$ cat src/rtl/raizing_textrom_arbiter.sv
// raizing_textrom_arbiter: round-robin sharing of the single text-ROM read port among N_REQ fetch engines.
// Latency: ACK pulses ROM_LAT cycles after the grant edge (1 cycle on a cache hit when RAIZING_TXTARB_CACHE_EN is defined).
// Backpressure: REQ/ADDR held until ACK; one outstanding read per requester; at most one ROM read issued per cycle.
module raizing_textrom_arbiter #(
    parameter int N_REQ   = 2,
    parameter int AW      = 14,
    parameter int DW      = 16,
    parameter int ROM_LAT = 2
) (
    input  logic                CLK96,
    input  logic                RESET96,
    input  logic [N_REQ-1:0]    REQ,
    input  logic [N_REQ*AW-1:0] ADDR,
    output logic [N_REQ-1:0]    ACK,
    output logic [N_REQ*DW-1:0] DATA,
    output logic [AW-1:0]       ROM_ADDR,
    output logic                ROM_CS,
    input  logic [DW-1:0]       ROM_DATA
);

    localparam int RRW = (N_REQ > 1) ? $clog2(N_REQ) : 1;
    localparam logic [RRW-1:0] RR_RST = RRW'(N_REQ - 1);

    logic [N_REQ-1:0][AW-1:0] addr_arr;
    logic [N_REQ-1:0][DW-1:0] data_q;
    logic [N_REQ-1:0]         ack_q;
    logic [N_REQ-1:0]         inflight_q;
    logic [N_REQ-1:0]         eligible;
    logic [RRW-1:0]           rr_q;
    logic [RRW-1:0]           winner;
    logic                     grant;
    logic                     issue;
    logic [AW-1:0]            rom_addr_q;
    logic                     rom_cs_q;

    // Read pipeline: one {valid, id} slot per cycle of ROM latency.
    logic [ROM_LAT-1:0]       pipe_vld;
    logic [RRW-1:0]           pipe_id [ROM_LAT];
    logic                     done_vld;
    logic [RRW-1:0]           done_id;

    assign addr_arr = ADDR;
    assign eligible = REQ & ~inflight_q;
    assign done_vld = pipe_vld[ROM_LAT-1];
    assign done_id  = pipe_id[ROM_LAT-1];

    // Round-robin search starting just after the last winner.
    always_comb begin
        int idx;
        idx    = 0;
        grant  = 1'b0;
        winner = rr_q;
        for (int k = 1; k <= N_REQ; k++) begin
            idx = int'(rr_q) + k;
            if (idx >= N_REQ) begin
                idx = idx - N_REQ;
            end
            if (!grant && eligible[idx]) begin
                grant  = 1'b1;
                winner = RRW'(idx);
            end
        end
    end

`ifdef RAIZING_TXTARB_CACHE_EN
    // Single-entry last-read cache; a hit answers from here and skips the ROM.
    logic           cache_vld;
    logic [AW-1:0]  cache_addr;
    logic [DW-1:0]  cache_data;
    logic           hit;
    logic           hit_vld_q;
    logic [RRW-1:0] hit_id_q;
    logic [DW-1:0]  hit_data_q;
    logic [AW-1:0]  pipe_addr [ROM_LAT];

    assign hit   = grant && cache_vld && (addr_arr[winner] == cache_addr);
    assign issue = grant && !hit;

    // Cache fill on every ROM completion plus the one-cycle hit return stage.
    always_ff @(posedge CLK96 or posedge RESET96) begin
        if (RESET96) begin
            cache_vld  <= 1'b0;
            cache_addr <= '0;
            cache_data <= '0;
            hit_vld_q  <= 1'b0;
            hit_id_q   <= '0;
            hit_data_q <= '0;
            for (int i = 0; i < ROM_LAT; i++) begin
                pipe_addr[i] <= '0;
            end
        end else begin
            hit_vld_q    <= hit;
            hit_id_q     <= winner;
            hit_data_q   <= cache_data;
            pipe_addr[0] <= addr_arr[winner];
            for (int i = 1; i < ROM_LAT; i++) begin
                pipe_addr[i] <= pipe_addr[i-1];
            end
            if (done_vld) begin
                cache_vld  <= 1'b1;
                cache_addr <= pipe_addr[ROM_LAT-1];
                cache_data <= ROM_DATA;
            end
        end
    end
`else
    assign issue = grant;
`endif

    // Issue stage: rr pointer, registered ROM address and chip-select strobe.
    always_ff @(posedge CLK96 or posedge RESET96) begin
        if (RESET96) begin
            rr_q       <= RR_RST;
            rom_addr_q <= '0;
            rom_cs_q   <= 1'b0;
        end else begin
            rom_cs_q <= issue;
            if (grant) begin
                rr_q <= winner;
            end
            if (issue) begin
                rom_addr_q <= addr_arr[winner];
            end
        end
    end

    // Shift the issued read's id down the latency pipeline.
    always_ff @(posedge CLK96 or posedge RESET96) begin
        if (RESET96) begin
            pipe_vld <= '0;
            for (int i = 0; i < ROM_LAT; i++) begin
                pipe_id[i] <= '0;
            end
        end else begin
            pipe_vld[0] <= issue;
            pipe_id[0]  <= winner;
            for (int i = 1; i < ROM_LAT; i++) begin
                pipe_vld[i] <= pipe_vld[i-1];
                pipe_id[i]  <= pipe_id[i-1];
            end
        end
    end

    // Completion: capture data, pulse ACK, free the requester; grants mark it busy.
    always_ff @(posedge CLK96 or posedge RESET96) begin
        if (RESET96) begin
            ack_q      <= '0;
            data_q     <= '0;
            inflight_q <= '0;
        end else begin
            ack_q <= '0;
            if (done_vld) begin
                ack_q[done_id]      <= 1'b1;
                data_q[done_id]     <= ROM_DATA;
                inflight_q[done_id] <= 1'b0;
            end
`ifdef RAIZING_TXTARB_CACHE_EN
            if (hit_vld_q) begin
                ack_q[hit_id_q]      <= 1'b1;
                data_q[hit_id_q]     <= hit_data_q;
                inflight_q[hit_id_q] <= 1'b0;
            end
`endif
            // The winner is never the completing id, so this cannot clash with a clear.
            if (grant) begin
                inflight_q[winner] <= 1'b1;
            end
        end
    end

    assign ACK      = ack_q;
    assign DATA     = data_q;
    assign ROM_ADDR = rom_addr_q;
    assign ROM_CS   = rom_cs_q;

endmodule

$ cat config.mk
export PLATFORM = sky130hd
export DESIGN_NAME = raizing_textrom_arbiter
export DESIGN_NICKNAME = d
export VERILOG_FILES = /design/src/rtl/raizing_textrom_arbiter.sv
export SDC_FILE = /design/constraint.sdc
export NUM_CORES = 1
export LEC_CHECK = 0
export ABC_AREA = 1
export BUFFER_PORTS_ARGS = -buffer_cell sky130_fd_sc_hd__buf_2
export CORE_MARGIN = 2
export CORE_UTILIZATION = 43
export CTS_CLUSTER_DIAMETER = 120
export CTS_CLUSTER_SIZE = 25
export DETAILED_ROUTE_END_ITERATION = 6
export GPL_TIMING_DRIVEN = 0
export PLACE_DENSITY = 0.86
export SLEW_MARGIN = 20
export SYNTH_ARGS = -nofsm -noshare
export SYNTH_HDL_FRONTEND = slang
export SYNTH_SLANG_ARGS = --single-unit
$ cat constraint.sdc
create_clock -name CLK96 -period 1.5 [get_ports CLK96]
set_input_delay 0.225 -clock CLK96 [delete_from_list [all_inputs] [get_ports CLK96]]
set_output_delay 0.225 -clock CLK96 [all_outputs]
set_load 0.005 [all_outputs]
==> results by group, run 1 <==
Run status
  • Status: finished, final reports clean

Floorplanning
  • FP Rows: 26
  • Initial Utilization: 0.453
  • Core Area: 5170 um^2
  • Die area: 6050 um^2
  • Die Wd: 77.8 um
  • Chip Height: 77.8 um
  • Ports: 97

Power and ir drop
  • VDD IR max: 461 uV
  • Cell Pwr Density: 867 nW/um^2
  • Leakage: 0.00161 uW

Clocking
  • Cts repair resizes: 0
  • Clk buf depth: 2
  • Reg clk slew, reported paths: 0.09 ns
  • H-tree levels: 2
  • TritonCTS Buffers: 5
  • CTS tree: built
  • Worst-skew pair later-pin latency: 0.30 ns
  • Clk sinks: between 50 and 60
  • CTS root buffer: clkbuf_8

Worst setup path
  • Setup crit end kind: flop
  • Critical Path RT: 1.69 ns
  • Cell repeated most along the worst path: nand2_1
  • CP cell instances: nand3_2 -> buf_2 -> nand3_1 -> nand2_1 -> inv_1 -> nand2_1
  • Setup crit start: rr_q
  • Max FO, Critical Path: 10
  • Worst r2r src: rr_q
  • CP arrival: roughly 1.5 ns
  • CP max-delay cell: dfstp_2
  • Max stage delay on crit path: ~0.55 ns
  • Setup Crit Path Kind: flop to flop
  • Worst Setup Start Kind: flop

STA
  • RSZ-0062 raised after global routing: no
  • Rel. slew slack: 0.673
  • Crit share post-route: 0.867
  • Setup TNS: 0 ns
  • Final min period: 1.30 ns
  • Slew at the pin with the worst max-slew slack: ~0.49 ns
  • Fmax: 769 MHz
  • Final setup violation count: 0
  • Hold Vio Cnt, Final: 0
  • Slew Limit Fails: 0
  • Hold slack: 0.155 ns
  • Clock skew: 0.00753 ns

Yosys
  • Post-Synth Adder-Cell Area: 0
  • Largest family of logic cells by synthesized area: simple AND/OR/NAND/NOR gates
  • Syn Inst Count: 253
  • Top cells by area, synth: dfrtp_1 58%, nand2_1 7.5%, nand3_1 7.3%
  • Netlist cell types: 18
  • Synth top cells by count: 54 x dfrtp_1, 47 x nand2_1, 37 x inv_1, 34 x nand3_1, 18 x o21ai_0
  • Synth top area share: 0.577
  • Simple-gate share of the synthesized area: 0.244
  • Register area share after synthesis: 0.588
  • Fraction of registers with async set/reset: 1.00
  • Average cell area after synthesis: ~9.3 um^2
  • Register bit total from synthesis: 55
  • Synth area leader: dfrtp_1
  • Post-synth EDFFs: 0
  • Post-synthesis compound-gate area fraction: 0.0726
  • Post-Syn Area: 2340 um^2
  • Most frequent cell after synthesis: dfrtp_1
  • Post-Synth XOR/XNOR Area: 0
  • Main synth FF type: dfrtp_1
  • Multiplexer share of the synthesized area: 0
  • Yosys warning count: 0
  • Syn nets: around 300

Final layout
  • Area Overhead vs Synth: 30.5%
  • Diode count: 0
  • # fillers: roughly 450
  • Nets@finish: 406
  • FF/Latch Area: 1380 um^2
  • Multi-input gate area: 741 um^2
  • Layout cell share with drive strength beyond 1: 0.373
  • Finished Layout Cells: 429

Routing
  • Final WL: 5.35 mm
  • Vias per cell: 4.66
  • Vias post-DR: 1998
  • First-pass DRT Iterations: 4
  • WL per Instance: approximately 12 um
  • DRC violations left: 0
  • Final ANT Viol Nets: 0
  • Detailed Route Iter0 Violations: 95

Place
  • Final Wtd Congestion: 0.845
  • Placed cells: 420
  • I/O Buffers: 96
  • Detailed Place HPWL: approximately 4 mm

Global route
  • Vias in the first global route: 2001
  • Gr usage total: 0.181
  • Largest net degree at the start of global routing: 36
  • Initial antenna violation count: 0
  • Total global routing overflow: 0
  • First-pass GRT wire length: around 9 mm

Worst hold path
  • Class of the worst hold path: primary input to flop
  • HP Start: ADDR[3]

Flow run
  • Max_cap viols: 0
[cell usage in the layout (no fill, tap or decap)]
cell type,count
nor2_1,16
dfrtp_1,54
buf_6,1
buf_8,1
nand3_2,9
inv_1,36
nor2_4,2
nand2_1,47
inv_2,2
a21oi_1,16
buf_4,2
clkinvlp_4,1
clkbuf_8,5
dlygate4sd3_1,1
o21ai_0,18
clkinv_4,1
nand2_2,1
clkinv_2,1
dfstp_2,1
buf_12,1
bufinv_16,1
clkbuf_1,3
nand3_1,34
buf_2,101
nand2_4,4
[critical path, delay by kind of cell, from the launching register on]
kind / cells / cell delay [ns]
simple gates: 4 / 0.36
flops: 1 / 0.55
buf+inv: 2 / 0.29
[power breakdown]
part	internal (uW)	switching (uW)	leakage [uW]	total, uW
clock network	498	468	0.0000581	965
registers	1500	9.74	0.000562	1510
logic	83.4	89.5	0.000986	173
[cell families (layout without fill, tap and decap cells)]
logic type             count (synthesis)  count (layout)
DFF                                   55              55
buffers and inverters                 51             157
AOI/OAI and AO/OA                     34              34
and+or+nand+nor                      113             113
[per-stage QoR]
stage	setup WS [ns]	instance area [um^2]	util	power (uW)
2_1_floorplan	0.348	2350	-	1610
3_3_place_gp	0.242	2910	0.563	1700
3_5_place_dp	0.211	2930	0.567	1710
4_1_cts	0.198	3060	0.591	2680
5_1_grt	0.0676	3060	0.591	2770
6_report	0.199	3060	0.591	2650
[what timing repair did]
action | CTS | global route
setup buffers | 0 | 0
hold endpoints to repair | 19 | 0
hold buffers | 1 | 0
[layout make-up]
| type | instances | area share |
|---|---|---|
| Multi-Input combinational cell | 147 | 0.242 |
| Sequential cell | 55 | 0.451 |
| Clock inverter | 3 | 0.0143 |
| Inverter | 39 | 0.0491 |
| Timing Repair Buffer | 98 | 0.167 |
| Buffer | 12 | 0.0254 |
| Clock buffer | 5 | 0.0225 |
| Tap cell | 70 | 0.0287 |
[state kept, by name, indices dropped and copies added (netlist names)]
signal and flops:
DATA 32, ROM_ADDR 14, ACK 2, inflight_q 2, pipe_vld 2, done_id 1
pipe_id 1, rr_q 1
[final timing paths]
check                              end  slack [ns]  cells after the start
max                        ROM_ADDR[4]        0.20                      6
min                        ROM_ADDR[3]        0.16                      3
max reg2reg                ROM_ADDR[4]        0.20                      6
min reg2reg                    done_id        0.36                      0
max in group asynchronous     DATA[13]        0.50                      4
min in group asynchronous  ROM_ADDR[8]        0.48                      3
[per-layer routing]
layer	part of all wire	vias up	track usage
li1	-	1000	-
met1	0.45	941	0.242
met2	0.49	55	0.305
met3	0.043	2	0.0244
met4	0.0075	0	0.0589
met5	0	-	0
No activity file was read; power rests on OpenSTA's default activity.
==> inputs of run 2 (changes only) <==
--- a/config.mk
+++ b/config.mk
@@ -14,6 +14,7 @@
 export DETAILED_ROUTE_END_ITERATION = 6
 export GPL_TIMING_DRIVEN = 0
 export PLACE_DENSITY = 0.86
+export REMOVE_ABC_BUFFERS = 1
 export SLEW_MARGIN = 20
 export SYNTH_ARGS = -nofsm -noshare
 export SYNTH_HDL_FRONTEND = slang
==> results by group, run 2 (same netlist as run 1, synthesis figures left out) <==
Place
  • Detailed Place HPWL: 3.58 mm (was 3.98 mm)
  • Final Wtd Congestion: 0.813 (was 0.845)
  • DP Area: 2840 um^2 (was 2930 um^2)
  • I/O Buffers: 96 (unchanged)
  • Setup WS pre-CTS: -0.0500 ns (was 0.211 ns)

Floorplanning
  • Die area: 6050 um^2 (unchanged)
  • Chip Height: 77.8 um (unchanged)
  • Core Area: 5170 um^2 (unchanged)
  • Ports: 97 (unchanged)
  • Die Wd: 77.8 um (unchanged)
  • FP Rows: 26 (unchanged)
  • Initial Utilization: 0.453 (unchanged)

STA
  • Slew Limit Fails: 0 (unchanged)
  • RSZ-0062 raised after global routing: no (unchanged)
  • Hold Vio Cnt, Final: 0 (unchanged)
  • Clock skew: 0.0104 ns (was 0.00753 ns)
  • Setup TNS: 0 ns (unchanged)
  • Final min period: 1.34 ns (was 1.30 ns)
  • Final setup violation count: 0 (unchanged)
  • Rel. slew slack: 0.524 (was 0.673)
  • Fmax: 745 MHz (was 769 MHz)
  • Crit share post-route: 0.894 (was 0.867)
  • Final WS setup: 0.159 ns (was 0.199 ns)
  • Slew at the pin with the worst max-slew slack: 0.713 ns (was 0.489 ns)

Flow run
  • Max_cap viols: 0 (unchanged)

Power and ir drop
  • VDD IR max: 442 uV (was 461 uV)
  • Cell Pwr Density: 858 nW/um^2 (was 867 nW/um^2)
  • Leakage: 0.00154 uW (was 0.00161 uW)

Clocking
  • Reg clk slew, reported paths: 0.10 ns (was 0.09 ns)
  • H-tree levels: 2 (unchanged)
  • Hold bufs inserted after CTS: 0 (was 1)
  • CTS tree: built (unchanged)
  • Worst-skew pair later-pin latency: 0.30 ns (about the same)
  • CTS root buffer: clkbuf_8 (unchanged)
  • TritonCTS Buffers: 5 (unchanged)
  • Clk buf depth: 2 (unchanged)
  • Clk sinks: 55 (unchanged)
  • Post-CTS Setup Bufs: 0 (unchanged)

Final layout
  • Largest register FFs: 32 (unchanged)
  • Diode count: 0 (unchanged)
  • Layout cell share with drive strength beyond 1: 0.362 (was 0.373)
  • Area Overhead vs Synth: 26.1% (was 30.5%)
  • Final core occ: 0.571 (was 0.591)
  • Most frequent cells in the layout: 96 x buf_2, 54 x dfrtp_1, 46 x nand2_1, 36 x inv_1, 34 x nand3_1 (was 101 x buf_2, 54 x dfrtp_1, 47 x nand2_1, 36 x inv_1, 34 x nand3_1)
  • Most common cell after layout, fill and taps aside: buf_2 (unchanged)
  • Post-route cell area: 2950 um^2 (was 3060 um^2)
  • Nets@finish: 392 (was 406)

Worst setup path
  • Critical Path RT: 1.73 ns (was 1.69 ns)
  • Setup crit end kind: flop (unchanged)
  • Setup Crit Path Kind: flop to flop (unchanged)
  • Critical path's top delay family: simple AND/OR/NAND/NOR gates (was flip-flops)
  • Worst r2r src: done_id (was rr_q)
  • CP arrival: 1.57 ns (was 1.49 ns)
  • CP bufs+invs: 0 (was 2)
  • Setup crit start: done_id (was rr_q)
  • Instance count on the critical path: 3 (was 6)
  • CP endpoint: DATA[15] (was ROM_ADDR[4])
  • CP cell instances: nor2_4 -> nor2_1 -> a21oi_1 (was nand3_2 -> buf_2 -> nand3_1 -> nand2_1 -> inv_1 -> nand2_1)
  • Register-to-Register Path Depth: 3 (was 6)
  • Max stage delay on crit path: 0.59 ns (was 0.55 ns)
  • CP max-delay cell: nor2_4 (was dfstp_2)
  • R2R Setup Slk: 0.16 ns (was 0.20 ns)
  • Max FO, Critical Path: 34 (was 10)
  • Reg-to-Reg End: DATA[15] (was ROM_ADDR[4])
  • Worst Setup Start Kind: flop (unchanged)

Global route
  • First-pass GRT wire length: 8.63 mm (was 8.92 mm)
  • Largest net degree at the start of global routing: 56 (was 36)
  • Initial antenna violation count: 0 (unchanged)
  • Gr usage total: 0.178 (was 0.181)
  • Vias in the first global route: 1829 (was 2001)
  • Total global routing overflow: 0 (unchanged)

Run status
  • Status: finished, final reports clean (unchanged)

Routing
  • Final WL: 5.19 mm (was 5.35 mm)
  • First-pass DRT Iterations: 5 (was 4)
  • Detailed Route Iter0 Violations: 112 (was 95)
  • Vias per cell: 4.59 (was 4.66)
  • Final ANT Viol Nets: 0 (unchanged)
  • Vias post-DR: 1905 (was 1998)
  • DRC violations left: 0 (unchanged)
  • WL per Instance: 12.5 um (about the same)

Worst hold path
  • Class of the worst hold path: primary input to asynchronous set/reset pin (was primary input to flop)
run 2: worst min path at each step:
stage / endpoint / slack (ns)
after CTS: DATA[20] / 0.04
after detailed placement: done_id / 0.35
after floorplan: done_id / 0.33
after global routing: DATA[1] / 0.08
after global placement: done_id / 0.33
final: DATA[30] / 0.03
run 2: cell type report:
cell class                 count  area, um^2
timing repair buffer          96         480
inverter                      39         149
sequential                    55        1380
multi-input combinational    147         759
fill                         474        2220
clock buffer                   6        82.6
tap                           70        87.6
clock inverter                 2        16.3
run 2: per-layer routing:
metal	track usage	share of wire
met3	0.0349	0.033
met2	0.308	0.53
met5	0	0
met4	0.0607	0.016
met1	0.221	0.42
run 2: metrics by stage:
stage          hold slack (ns)  cells  power, uW
2_1_floorplan            0.331    241       1610
3_3_place_gp             0.334    407       1700
3_5_place_dp             0.353    407       1710
4_1_cts                 0.0427    415       2550
5_1_grt                 0.0786    415       2670
6_report                0.0251    415       2530
run 2: worst register-to-register path, delay by kind of cell (launching register included):
family,cells,cell delay (ns)
AO/OA/AOI/OAI,1,0.16
flip-flops,1,0.43
AND/OR/NAND/NOR,2,0.69
run 2: timing repair:
item | 4_1_cts | 5_1_grt
hold endpoints to repair | 0 | 0
resized for setup | 1 | 2
setup endpoints to repair | 5 | 15
run 2: power by group:
part / total (uW) / switching, uW / internal [uW]
sequential: 1510 / 10.3 / 1500
combinational: 165 / 88.7 / 76.4
clock: 856 / 478 / 378
total: 2530 / 577 / 1960
